### src/rtl/branch_resolver_pkg.sv
// branch_resolver_pkg: shared FSM state encoding, branch opcodes and wait-counter width.
package branch_resolver_pkg;
  typedef logic [1:0] state_t;
  localparam state_t S_IDLE = 2'd0;
  localparam state_t S_WAIT = 2'd1;
  localparam state_t S_REDIRECT = 2'd2;
  localparam logic [4:0] OPC_BRANCH = 5'b11000;
  localparam logic [4:0] OPC_JAL = 5'b11011;
  localparam logic [4:0] OPC_JALR = 5'b11001;
  localparam int CNT_W = 4;
  function automatic logic is_branch_op(logic [4:0] op);
    return op == OPC_BRANCH || op == OPC_JAL || op == OPC_JALR;
  endfunction
endpackage

### src/rtl/branch_resolver.sv
// branch_resolver: stalls fetch on a branch until EX resolves it, then redirects or times out.
// Optional taken/not-taken statistics counters under BRANCH_RESOLVER_STATS_EN.
module branch_resolver
  import branch_resolver_pkg::*;
#(
  parameter int WIDTH_DATA_LENGTH = 32,
  parameter int MAX_WAIT = 4
) (
  input  logic                         clk,
  input  logic                         rst_n,
  input  logic                         br_detected,
  input  logic                         if_valid,
  input  logic                         ex_resolve,
  input  logic                         ex_taken,
  input  logic [WIDTH_DATA_LENGTH-1:0] ex_target,
  output logic                         stall_fetch,
  output logic                         redirect,
  output logic [WIDTH_DATA_LENGTH-1:0] redirect_pc,
  output logic                         flush_if,
  output logic                         timeout_err
`ifdef BRANCH_RESOLVER_STATS_EN
  ,
  output logic [15:0]                  taken_cnt,
  output logic [15:0]                  not_taken_cnt
`endif
);
  state_t r_state;
  state_t w_next;
  logic [CNT_W-1:0] r_cnt;
  logic w_accept;
  logic w_resolve;
  logic w_timeout;
  assign w_accept = r_state == S_IDLE && br_detected && if_valid;
  assign w_resolve = r_state == S_WAIT && ex_resolve;
  // A resolution in the timeout cycle takes priority over the timeout.
  assign w_timeout = r_state == S_WAIT && !ex_resolve && r_cnt == CNT_W'(MAX_WAIT - 1);
  always_comb
    w_next = w_accept ? S_WAIT :
             w_resolve ? (ex_taken ? S_REDIRECT : S_IDLE) :
             (w_timeout || r_state == S_REDIRECT) ? S_IDLE : r_state;
  always_ff @(posedge clk or negedge rst_n) begin
    if (!rst_n) begin
      r_state <= S_IDLE;
      r_cnt <= '0;
      redirect_pc <= '0;
      timeout_err <= 1'b0;
    end else begin
      r_state <= w_next;
      if (w_accept) r_cnt <= '0;
      else if (r_state == S_WAIT && r_cnt != '1) r_cnt <= r_cnt + 1'b1;
      if (w_resolve && ex_taken) redirect_pc <= ex_target;
      if (w_timeout) timeout_err <= 1'b1;
    end
  end
  assign stall_fetch = r_state == S_WAIT || w_accept;
  assign redirect = r_state == S_REDIRECT;
  assign flush_if = r_state == S_REDIRECT;
`ifdef BRANCH_RESOLVER_STATS_EN
  logic [15:0] r_taken_cnt;
  logic [15:0] r_not_taken_cnt;
  always_ff @(posedge clk or negedge rst_n) begin
    if (!rst_n) begin
      r_taken_cnt <= '0;
      r_not_taken_cnt <= '0;
    end else if (w_resolve) begin
      if (ex_taken && r_taken_cnt != 16'hFFFF) r_taken_cnt <= r_taken_cnt + 1'b1;
      if (!ex_taken && r_not_taken_cnt != 16'hFFFF) r_not_taken_cnt <= r_not_taken_cnt + 1'b1;
    end
  end
  assign taken_cnt = r_taken_cnt;
  assign not_taken_cnt = r_not_taken_cnt;
`endif
endmodule
### config.mk
export PLATFORM = sky130hd
export DESIGN_NAME = branch_resolver
export DESIGN_NICKNAME = d
export VERILOG_FILES = /design/src/rtl/branch_resolver_pkg.sv /design/src/rtl/branch_resolver.sv
export SDC_FILE = /design/constraint.sdc
export NUM_CORES = 1
export LEC_CHECK = 0
export ABC_AREA = 0
export CELL_PAD_IN_SITES_DETAIL_PLACEMENT = 0
export CELL_PAD_IN_SITES_GLOBAL_PLACEMENT = 2
export CORE_UTILIZATION = 29
export CTS_CLUSTER_DIAMETER = 30
export CTS_CLUSTER_SIZE = 12
export DETAILED_ROUTE_END_ITERATION = 7
export PLACE_DENSITY_LB_ADDON = 0.1
export SLEW_MARGIN = 10
export SYNTH_ARGS = -nofsm -noshare
export SYNTH_HDL_FRONTEND = slang
export SYNTH_SLANG_ARGS = --single-unit
### constraint.sdc
create_clock -name clk -period 2.64 [get_ports clk]
set_clock_uncertainty 0.2 [all_clocks]
set_input_delay 0.66 -clock clk [delete_from_list [all_inputs] [get_ports clk]]
set_output_delay 0.66 -clock clk [all_outputs]
set_load 0.005 [all_outputs]
==> impl_metrics.toml <==
[status]
status = "completed"

[synth]
yosysWarnings = 0
ys_seq_elements = 39
synthSimpleGateAreaFrac_pct = 7.127
ys_seq_area_share_pct = 57.91
yosysTopAreaCell = "dfrtp_1"
synth_compound_gate_area_share_pct = 2.079
synth_edf_count = 0
yosys-top-cells-area = "dfrtp_1 (58%), mux2_4 (26%), buf_6 (2.0%), mux2_2 (2.0%), nand2_1 (1.3%)"
synthMuxAreaShare_pct = 29.03
ys.flop_type = "dfrtp_1"
yosysUniqueCellTypes = 25
synth.top_cell.area_share_pct = 57.91
avgSynthCellArea_sq_um = 16.05
async_flop_share_pct = 100.0
synthCells = 105
synth_top_family_by_area = "multiplexers"
synth_fp_nets = 144
synthAdderAreaFrac_pct = 0.7424
syn_area_sq_mm = 0.001685
synth_xor_area_share_pct = 0

[timing]
clock.fmax_mhz = 407.2
finalHoldViolCount = 0
worst_slack_ns = 0.1843
slew_viol_final = 0
fin_hold_ws_ns = 0.2813
finalCritPeriodShare_pct = 93.02
final-setup-viol-count = 0
tns_ns = 0
rsz0062_at_grt = "false"
relSlewSlack_pct = 41.69
tightest_slew_ns = 0.8747
fin_crit_ns = 2.456

[placement]
routabilityCongestion = 0.7223
pre_cts_slack_ns = -0.09985
dp_hpwl_mm = 2.447
io_buffers = 73

[clock_network]
cts_resized = 1
h-tree-depth = 2
cts_buffers = 5
clockRootBuffer = "clkbuf_8"
post_cts_buffers = 0
clk_path_buf_depth = 2
cts_tree = "built"
holdBufCountCts = 0
path_clk_slew_ns = 0.08
clock_sinks = 39
insertion_delay_ns = 0.29

[floorplanning]
start_util_pct = 30.42
io-pin-count = 74
die_x_microns = 78.24
coreArea_sq_mm = 0.005540
dieArea_sq_mm = 0.006121
die_y_microns = 78.24
row_count = 27

[global_route]
gr-total-overflow = 0
grt_pass1_vias = 1202
grt_util_all_layers_pct = 12.33
grt_pass1_wl_mm = 5.789
antenna_found_initial = 0
grt_max_degree = 40

[detailed_routing]
vias = 1123
vias_per_cell = 4.387
drc = 0
wl_mm = 3.532
wl_per_cell_microns = 13.80
dr.pass1.iters = 2
ant_nets = 0
drt_iter0_markers = 19

[finish]
final_cell_mix = "clkdlybuf4s50_1 (71), dfrtp_1 (39), mux2_4 (29), nand2_1 (6), clkbuf_8 (5)"
final_common_cell = "clkdlybuf4s50_1"
drive_gt1_share_pct = 24.46
syn_to_final_growth_pct = 54.19
nFillCells = 508
multiInputGateArea_sq_um = 656.9
final-seq-area_sq_um = 975.9
antenna_cells = 0
nets = 222

[critical_path]
startpoint = "br_detected"
crit_buf_inv = 2
path_cells = "clkdlybuf4s50_1 -> nand4bb_1 -> nand2_1 -> dlygate4sd2_1"
r2r_cells = 4
cp-start-kind = "input pin"
endpoint_kind = "primary output"
crit_arrival_ns = 1.60
rr_startpoint = "r_state[1]"
slowest_delay_ns = 0.49
cp_max_fo = 2
slowest_stage = "clkdlybuf4s50_1"
cp_top_family = "buffers and inverters"
worstSetupPathType = "input pin to primary output"
reg2reg_to = "redirect_pc[4]"
r2r_slack_ns = 0.90
cp_data_required_time_ns = 1.78

[power_and_ir_drop]
leakage_nw = 1.266
p_int_uw = 928.9
swShare_pct = 20.61
p_seq_share_pct = 51.3
comb_power_share_pct = 6.1
switching_power_uw = 241.2
ir_drop_mv = 0.2835
clock_power_share_pct = 42.6
p_per_area_mw_per_mm2 = 450.2

[flow_run]
cap_violations = 0

[hold_path]
min-delay-path-class = "input pin to async pin"
worst register-to-register path: cells and delay by family, from the launching register on:
family	cells	cell delay [ns]
buf+inv	1	0.25
flops	1	0.42
simple gates	2	0.37
mux	1	0.39
registers in the layout, indices dropped and copies added, names as in the netlist:
| register | cells |
|---|---|
| r_cnt | 4 |
| r_state | 2 |
| redirect_pc | 32 |
| timeout_err | 1 |
layout make-up:
cell class / count / share of cell area, %
Multi-Input combinational cell: 59 / 25.28
Inverter: 3 / 0.4333
Timing Repair Buffer: 75 / 28.94
Clock inverter: 3 / 1.685
Sequential cell: 39 / 37.55
Tap cell: 72 / 3.467
Clock buffer: 5 / 2.648
synthesized netlist by cell type (2+ instances only):
cell type and n:
dfrtp_1 39, mux2_4 29, nand2_1 6, buf_6 3
inv_1 3, mux2_2 3, nor3_1 3, mux2i_1 2
metrics by stage:
| stage | cells | power, mW | instance area, sq um | util, % |
|---|---|---|---|---|
| finish | 256 | 1.170 | 2599 | 46.91 |
| global route | 256 | 1.225 | 2599 | 46.91 |
| CTS | 256 | 1.193 | 2599 | 46.91 |
| detailed placement | 248 | 0.6849 | 2487 | 44.90 |
| global placement | 248 | 0.6829 | 2487 | 44.90 |
| floorplan | 105 | 0.6154 | 1685 | - |
per-layer routing:
| metal | global-route usage [%] | share of wire [%] |
|---|---|---|
| met3 | 4.419 | 6.4 |
| met5 | 0 | 0 |
| met2 | 20.53 | 48 |
| met1 | 14.58 | 44 |
| met4 | 4.444 | 1.4 |
worst max path at each step:
stage / to / slack [ns] / cells after the start
after floorplan: stall_fetch / 0.87 / 2
after global placement: stall_fetch / -0.05 / 4
after detailed placement: stall_fetch / -0.1 / 4
after CTS: stall_fetch / 0.17 / 4
after global routing: stall_fetch / 0.12 / 4
final: stall_fetch / 0.18 / 4
cells by family after synthesis:
| logic type | count (synthesis) |
|---|---|
| compound gates | 5 |
| fa+ha+maj | 1 |
| buf+inv | 7 |
| flops | 39 |
| mux | 34 |
| simple gates | 19 |
power by group through the flow:
stage | logic (mW) | registers (mW) | clock network [mW]
after CTS | 0.0734 | 0.600 | 0.520
after global routing | 0.0778 | 0.600 | 0.546
after detailed placement | 0.0730 | 0.612 | 0
final | 0.0713 | 0.600 | 0.499
after floorplan | 0.00378 | 0.612 | 0
after global placement | 0.0711 | 0.612 | 0
Power figures use the tool's default switching activity.
